--- src/rtl/asm_volume_param.sv ---
// asm_volume_param: button-driven volume control with mute, BCD outputs and change pulse.
// Optional VOLUME_AUTOREPEAT_EN adds hold-to-repeat stepping on the up/down buttons.
module asm_volume_param #(
  parameter int MAX_VOL    = 10,
  parameter int STEP       = 1,
  parameter int VOL_RESET  = 0,
  parameter int RPT_DELAY  = 25_000_000,
  parameter int RPT_PERIOD = 5_000_000
) (
  input  logic       clk,
  input  logic       reset,
  input  logic       aumenta,
  input  logic       diminui,
  input  logic       mute,
  output logic [6:0] volume,
  output logic [3:0] volume1,
  output logic [3:0] volume0,
  output logic       mudo,
  output logic       mudou_volume
);
  typedef enum logic {ATIVO, MUDO} state_t;
  state_t state, state_n;
  logic [6:0] nivel, nivel_n, vol_n;
  logic [2:0] btn, prev, arm, rise;
  logic up, dn, rep;
  assign btn  = {mute, diminui, aumenta};
  // arm stays low after reset until a button is seen released, so a held press is never replayed
  assign rise = btn & ~prev & arm;
  always_ff @(posedge clk or posedge reset)
    if (reset) begin
      prev <= '0;
      arm  <= '0;
    end else begin
      prev <= btn;
      arm  <= arm | ~btn;
    end
`ifdef VOLUME_AUTOREPEAT_EN
  logic [31:0] cnt;
  logic phase, held, start, run;
  assign held  = (aumenta ^ diminui) & ~mute & (state == ATIVO);
  assign start = held & (rise[0] | rise[1]);
  assign run   = held & (cnt != '0);
  assign rep   = run & (cnt == (phase ? 32'(RPT_PERIOD) : 32'(RPT_DELAY)));
  always_ff @(posedge clk or posedge reset)
    if (reset) begin
      cnt   <= '0;
      phase <= 1'b0;
    end else if (start | rep) begin
      cnt   <= 32'd1;
      phase <= rep;
    end else begin
      cnt   <= run ? cnt + 32'd1 : '0;
      phase <= run & phase;
    end
`else
  assign rep = 1'b0 & (RPT_DELAY > 0) & (RPT_PERIOD > 0);
`endif
  assign up = (rise[0] & ~rise[1]) | (rep & aumenta);
  assign dn = (rise[1] & ~rise[0]) | (rep & diminui);
  always_comb begin
    state_n = state;
    nivel_n = nivel;
    if (state == ATIVO) begin
      if (rise[2])
        state_n = MUDO;
      else if (up)
        nivel_n = (8'(nivel) + 8'(STEP) > 8'(MAX_VOL)) ? 7'(MAX_VOL) : nivel + 7'(STEP);
      else if (dn)
        nivel_n = (nivel < 7'(STEP)) ? 7'd0 : nivel - 7'(STEP);
    end else if (rise[2] | rise[0])
      state_n = ATIVO;
    vol_n = (state_n == MUDO) ? 7'd0 : nivel_n;
  end
  always_ff @(posedge clk or posedge reset)
    if (reset) begin
      state        <= ATIVO;
      nivel        <= 7'(VOL_RESET);
      volume       <= 7'(VOL_RESET);
      volume1      <= 4'(VOL_RESET / 10);
      volume0      <= 4'(VOL_RESET % 10);
      mudo         <= 1'b0;
      mudou_volume <= 1'b0;
    end else begin
      state        <= state_n;
      nivel        <= nivel_n;
      volume       <= vol_n;
      volume1      <= 4'(vol_n / 7'd10);
      volume0      <= 4'(vol_n % 7'd10);
      mudo         <= state_n == MUDO;
      mudou_volume <= vol_n != volume;
    end
endmodule

--- config.mk ---
export PLATFORM = sky130hd
export DESIGN_NAME = asm_volume_param
export DESIGN_NICKNAME = d
export VERILOG_FILES = /design/src/rtl/asm_volume_param.sv
export SDC_FILE = /design/constraint.sdc
export NUM_CORES = 1
export LEC_CHECK = 0
export CAP_MARGIN = 20
export CORE_MARGIN = 2
export CORE_UTILIZATION = 40
export DETAILED_ROUTE_END_ITERATION = 6
export GPL_ROUTABILITY_DRIVEN = 0
export GPL_TIMING_DRIVEN = 0
export SLEW_MARGIN = 10
export SYNTH_ARGS = -nofsm -noshare
export SYNTH_HDL_FRONTEND = slang
export SYNTH_SLANG_ARGS = --single-unit
--- constraint.sdc ---
create_clock -name clk -period 8.05 [get_ports clk]
set_clock_uncertainty 0.05 [all_clocks]
set_input_delay 1.2075 -clock clk [delete_from_list [all_inputs] [get_ports clk]]
set_output_delay 1.2075 -clock clk [all_outputs]
set_load 0.02 [all_outputs]
After elaboration in Yosys (flattened, before gate mapping)
Index checks and enable logic that the tools add are counted.

operators by class
  add/sub/neg operators = 3
  divide/modulo/power cells = 2
  magnitude comparators = 2
  equality and inequality tests = 1
  multiplexer cells = 10
  bitwise logic cells = 10

operator list
  operator                                                    number
  2-to-1 mux 7 bit                                            7
  adder 7 x 1 -> 8 bit, second input constant                 1
  > comparator 8 x 4 -> 1 bit, second input constant          1
  adder 7 x 1 -> 7 bit, second input constant                 1
  divider 7 x 4 -> 7 bit, second input constant               1
  less-than comparator 7 x 1 -> 1 bit, second input constant  1
  modulo 7 x 4 -> 7 bit, second input constant                1
  != test 7 bit                                               1
  subtractor 7 x 1 -> 7 bit, second input constant            1
  AND 3 bit                                                   2
  inverter 3 bit                                              2
  2-to-1 mux 1 bit                                            3
  bitwise OR 3 bit                                            1
  AND 1 bit                                                   2
  inverter 1 bit                                              2
  bitwise OR 1 bit                                            1

storage, ports and cells
  flip-flop bits (word level) = 30
  bits of input ports = 5
  output and inout port bits = 17

Logic depth before layout (Yosys ltp)
  word-level depth = 11
  gate-level depth with buffers = 16
  mapped depth without buffers = 14

Worst setup path before layout
No wires, ideal clock.

  path type = input-to-reg
  start = input mute
  end = register volume0[1]
  data arrival time = 3.509 ns
  setup slack = 4.369 ns
  stages on the path = 12
  buffers on the path = 0
  cell sequence = and3b_1 > nor2_1 > o22ai_1 > a41oi_2 > inv_2 > nor4_1 > o21ai_0 > a31o_2 > ha_1 > a21boi_1 > o21a_4 > xnor2_1

RTL lines
  what                    line  RTL
  start: declaration      14    input logic mute,
  AND 3 bit (2 in a row)  28    assign rise = btn & ~prev & arm;
  2-to-1 mux 7 bit        64    if (rise[2])
  2-to-1 mux 7 bit        63    if (state == ATIVO) begin
  named net nivel_n[5]    23    logic [6:0] nivel, nivel_n, vol_n;
  2-to-1 mux 7 bit        72    vol_n = (state_n == MUDO) ? 7'd0 : nivel_n;
  modulo 7 x 4 -> 7 bit   88    volume0 <= 4'(vol_n % 7'd10);
  end signal: assignment  80    volume0 <= 4'(VOL_RESET % 10);
  end signal: assignment  88
  end: declaration        17    output logic [3:0] volume0,

The timed path passes the listed nets, and every way through them passes these cells.

Worst setup path after layout
  start = input aumenta
  end = register volume0[2]

on the way
  word-level cells in the longest chain between the ends = 10

ends and longest elaborated chain
  what                      line  RTL
  start: declaration        12    input logic aumenta,
  AND 3 bit * (2 in a row)  28
  inverter 1 bit            59    assign dn = (rise[1] & ~rise[0]) | (rep & diminui);
  AND 1 bit                 59
  2-to-1 mux 7 bit          68    else if (dn)
  2-to-1 mux 7 bit *        66    else if (up)
  2-to-1 mux 7 bit *        64
  2-to-1 mux 7 bit *        63
  named net nivel_n[3]      23
  2-to-1 mux 7 bit *        72
  modulo 7 x 4 -> 7 bit *   88

Mark *: on every way through the listed nets, which the timed path passes. The rest lies on a longest branch.

==> summary.txt <==
Run
  – Max-Cap Viols: 0

Synth
  – Syn_nets: between 200 and 250
  – Largest family of logic cells by synthesized area: compound AO/OA/AOI/OAI gates
  – Post-Synth Simple-Gate Area: between 20% and 30%
  – Netlist cell types: between 50 and 60
  – Compound-gate portion of the synthesized area: between 20% and 30%
  – EDFF count, synth: 0
  – Register area share after synthesis: about two fifths
  – Mux cell area share after synthesis: under 10%
  – Ys Warns: 0
  – Mapped Avg Cell Area: around 9.1 µm²
  – Mapped Area: 0.00178 mm²
  – Yosys reg bits: 29
  – Prevailing post-synth register cell: dfrtp_1
  – Synth Area in XOR/XNOR: between 3 and 4%
  – Adder-Cell Fraction of Synth Area: between 2 and 3%
  – Post-Syn Instances: 196
  – Asr flop ratio synth: 100%

Setup path
  – Crit path to: volume0[2]
  – Reg-to-reg endpoint: volume0[2]
  – Setup crit end kind: register
  – Crit start category: input pin
  – WP data arrival: between 4 and 5 ns
  – R2R depth: 13
  – Crit path required time: between 8 and 9 ns
  – WS Path Type: in -> reg
  – FF-to-FF setup slack: approximately 4.4 ns
  – Critical path origin: aumenta
  – Reg2Reg Launch Point: nivel[0]
  – CP Max Fanout: 10

Route
  – Vias: roughly 1600
  – DRC errors left: 0
  – 1st-pass router iterations: 4
  – WL/cell: about 15 µm
  – Antenna violation net count after detailed routing: 0
  – Post-Route WL: about 4100 µm
  – Drt initial violations: 110
  – Via/cell ratio: about 5.7

Timing
  – Period utilisation layout: a little under three fifths
  – Final slew viol count: 0
  – Final Hold Violating Endpoints: 0
  – TNS Setup: 0 ns
  – Max Clk Rate: roughly 220 MHz
  – Worst setup margin: around 3.6 ns
  – Final setup fails: 0
  – Unrepaired setup endpoints after global routing: no
  – Slew margin rel.: roughly 52%
  – Worst slew pin tran: roughly 0.70 ns
  – Final hold slack: about 0.45 ns
  – Minimum clock period: 4.46 ns

Floorplanning
  – Die height: a little over 70 µm
  – Chip width: around 71 µm
  – Initial Util: between 40 and 50%
  – Boundary pin count: 22
  – Row count: 24
  – Full die area: approximately 0.0050 mm²
  – Core Area: 0.00432 mm²

Cells and area
  – Layout net count: between 200 and 250
  – Diode count: 0
  – Util after Layout: approximately half
  – Layout cell share with drive strength beyond 1: 11.5%
  – Area Growth Syn to Fin: 23.6%
  – Post-route insts no fill: 278
  – Commonest cells after routing, fill and taps aside: dfrtp_1, nor2_1, clkdlybuf4s50_1
  – Most common cell after layout, fill and taps aside: dfrtp_1

Power
  – Static Leak: approximately 0.9 nW
  – Power per cell area: about 370 mW/mm²
  – IR Drop Worst-Case VDD: about 0.19 mV

CTS
  – Clock Latency Late Sink: around 0.28 ns
  – Total CTS buffers: 5
  – Hold buffer count at CTS: 0
  – CTS tree: yes
  – Clk root buf: clkbuf_8
  – CTS clock-pin slew for the worst setup and hold paths: 0.06 ns
  – CTS Buffer Depth: 2
  – CTS resizes: 0
  – Setup bufs post-CTS: 0
  – Clk sinks: 29
  – H-tree levels: 2

GRT
  – Largest net degree at the start of global routing: 21
  – First-pass GRT wire length: 7060 µm
  – Vias in the first global route: about 1400
  – GRT Total Usage: between 10% and 20%
  – Initial antenna violation count: 0
  – Total grt overflow: 0

Hold path
  – Worst Hold Class: reg -> reg

Outcome
  – Status: completed

Place
  – PortBufs: 21
  – Post-Place Setup Slack: between 3 and 4 ns
  – Dpl cells: 270
  – Post-DP HPWL: between 2000 and 3000 µm
-- stage by stage --
stage | cell area [µm²] | total power, mW
2_1_floorplan | 1780 | 0.525
3_3_place_gp | 2050 | 0.661
3_5_place_dp | 2080 | 0.659
4_1_cts | 2200 | 0.819
5_1_grt | 2200 | 0.877
6_report | 2200 | 0.815
-- cell type report --
class / instances / area [µm²]
sequential: 29 / 726
timing repair buffer: 22 / 238
tap: 52 / 65.1
fill: 433 / 2130
multi-input combinational: 145 / 960
inverter: 13 / 48.8
clock buffer: 7 / 86.3
clock inverter: 1 / 30.0
buffer: 9 / 42.5
-- worst min-delay path by stage --
stage	start	to	slack (ns)	depth (start not counted)
finish	arm[1]	arm[1]	0.45	1
global placement	arm[1]	arm[1]	0.42	1
CTS	arm[0]	arm[0]	0.45	1
detailed placement	arm[1]	arm[1]	0.43	1
global route	arm[0]	arm[0]	0.49	1
floorplan	arm[1]	arm[1]	0.40	1
-- registers in the layout, summed over array words and instances, names as in the netlist --
name          cells
nivel             7
volume            6
volume0           4
volume1           4
arm               3
prev              3
mudou_volume      1
state             1
-- synthesized netlist by cell type, drive strengths merged (2+ instances only) --
| cell | number | share of area [%] |
|---|---|---|
| a2111oi | 2 | 0.99 |
| a211o | 2 | 1.1 |
| a211oi | 3 | 1.5 |
| a21oi | 8 | 2.3 |
| a311oi | 3 | 1.5 |
| a31o | 2 | 0.99 |
| a31oi | 5 | 1.8 |
| a41oi | 2 | 1.4 |
| and3 | 4 | 1.4 |
| and3b | 3 | 1.5 |
| buf | 6 | 1.8 |
| clkbuf | 3 | 0.63 |
| dfrtp | 29 | 41 |
| ha | 4 | 2.8 |
| inv | 13 | 2.7 |
| mux2i | 2 | 1.1 |
| nand2 | 12 | 2.5 |
| nand2b | 6 | 2.1 |
| nand3 | 6 | 1.7 |
| nand3b | 3 | 1.3 |
| nand4 | 2 | 0.70 |
| nor2 | 26 | 5.9 |
| nor3 | 3 | 1.1 |
| nor4 | 2 | 1.1 |
| nor4b | 2 | 1.3 |
| o2111ai | 2 | 0.99 |
| o211ai | 2 | 0.84 |
| o21a | 3 | 1.7 |
| o21ai | 13 | 3.7 |
| xnor2 | 5 | 2.5 |
| xor2 | 2 | 0.99 |
-- metal layers --
| layer | wire length [µm] | global-route usage, % |
|---|---|---|
| met5 | 0 | 0 |
| met4 | 51 | 7.34 |
| met3 | 187 | 3.13 |
| met2 | 1920 | 27.1 |
| met1 | 1960 | 25.1 |
-- power by group --
part	total (mW)	internal [mW]	switching, mW
sequential	0.226	0.191	0.0346
clock	0.154	0.101	0.0534
combinational	0.436	0.186	0.250
total	0.815	0.478	0.338
-- logic make-up after synthesis --
| kind of cell | count (synthesis) |
|---|---|
| AO/OA/AOI/OAI | 57 |
| XOR/XNOR | 7 |
| adder cells (fa/ha/maj) | 4 |
| buffers and inverters | 22 |
| flip-flops | 29 |
| multiplexers | 2 |
| AND/OR/NAND/NOR | 75 |
-- critical path, stage by stage --
cell             delay (ns)
clkdlybuf4s50_1        0.52
nand3b_1               0.32
nand4_1                0.17
a21oi_1                0.08
o2bb2ai_1              0.56
inv_2                  0.20
nor2_1                 0.38
nand4_1                0.14
a31o_2                 0.29
ha_1                   0.21
a21boi_1               0.14
o21a_4                 0.22
mux2i_1                0.16
Power figures use the tool's default switching activity.
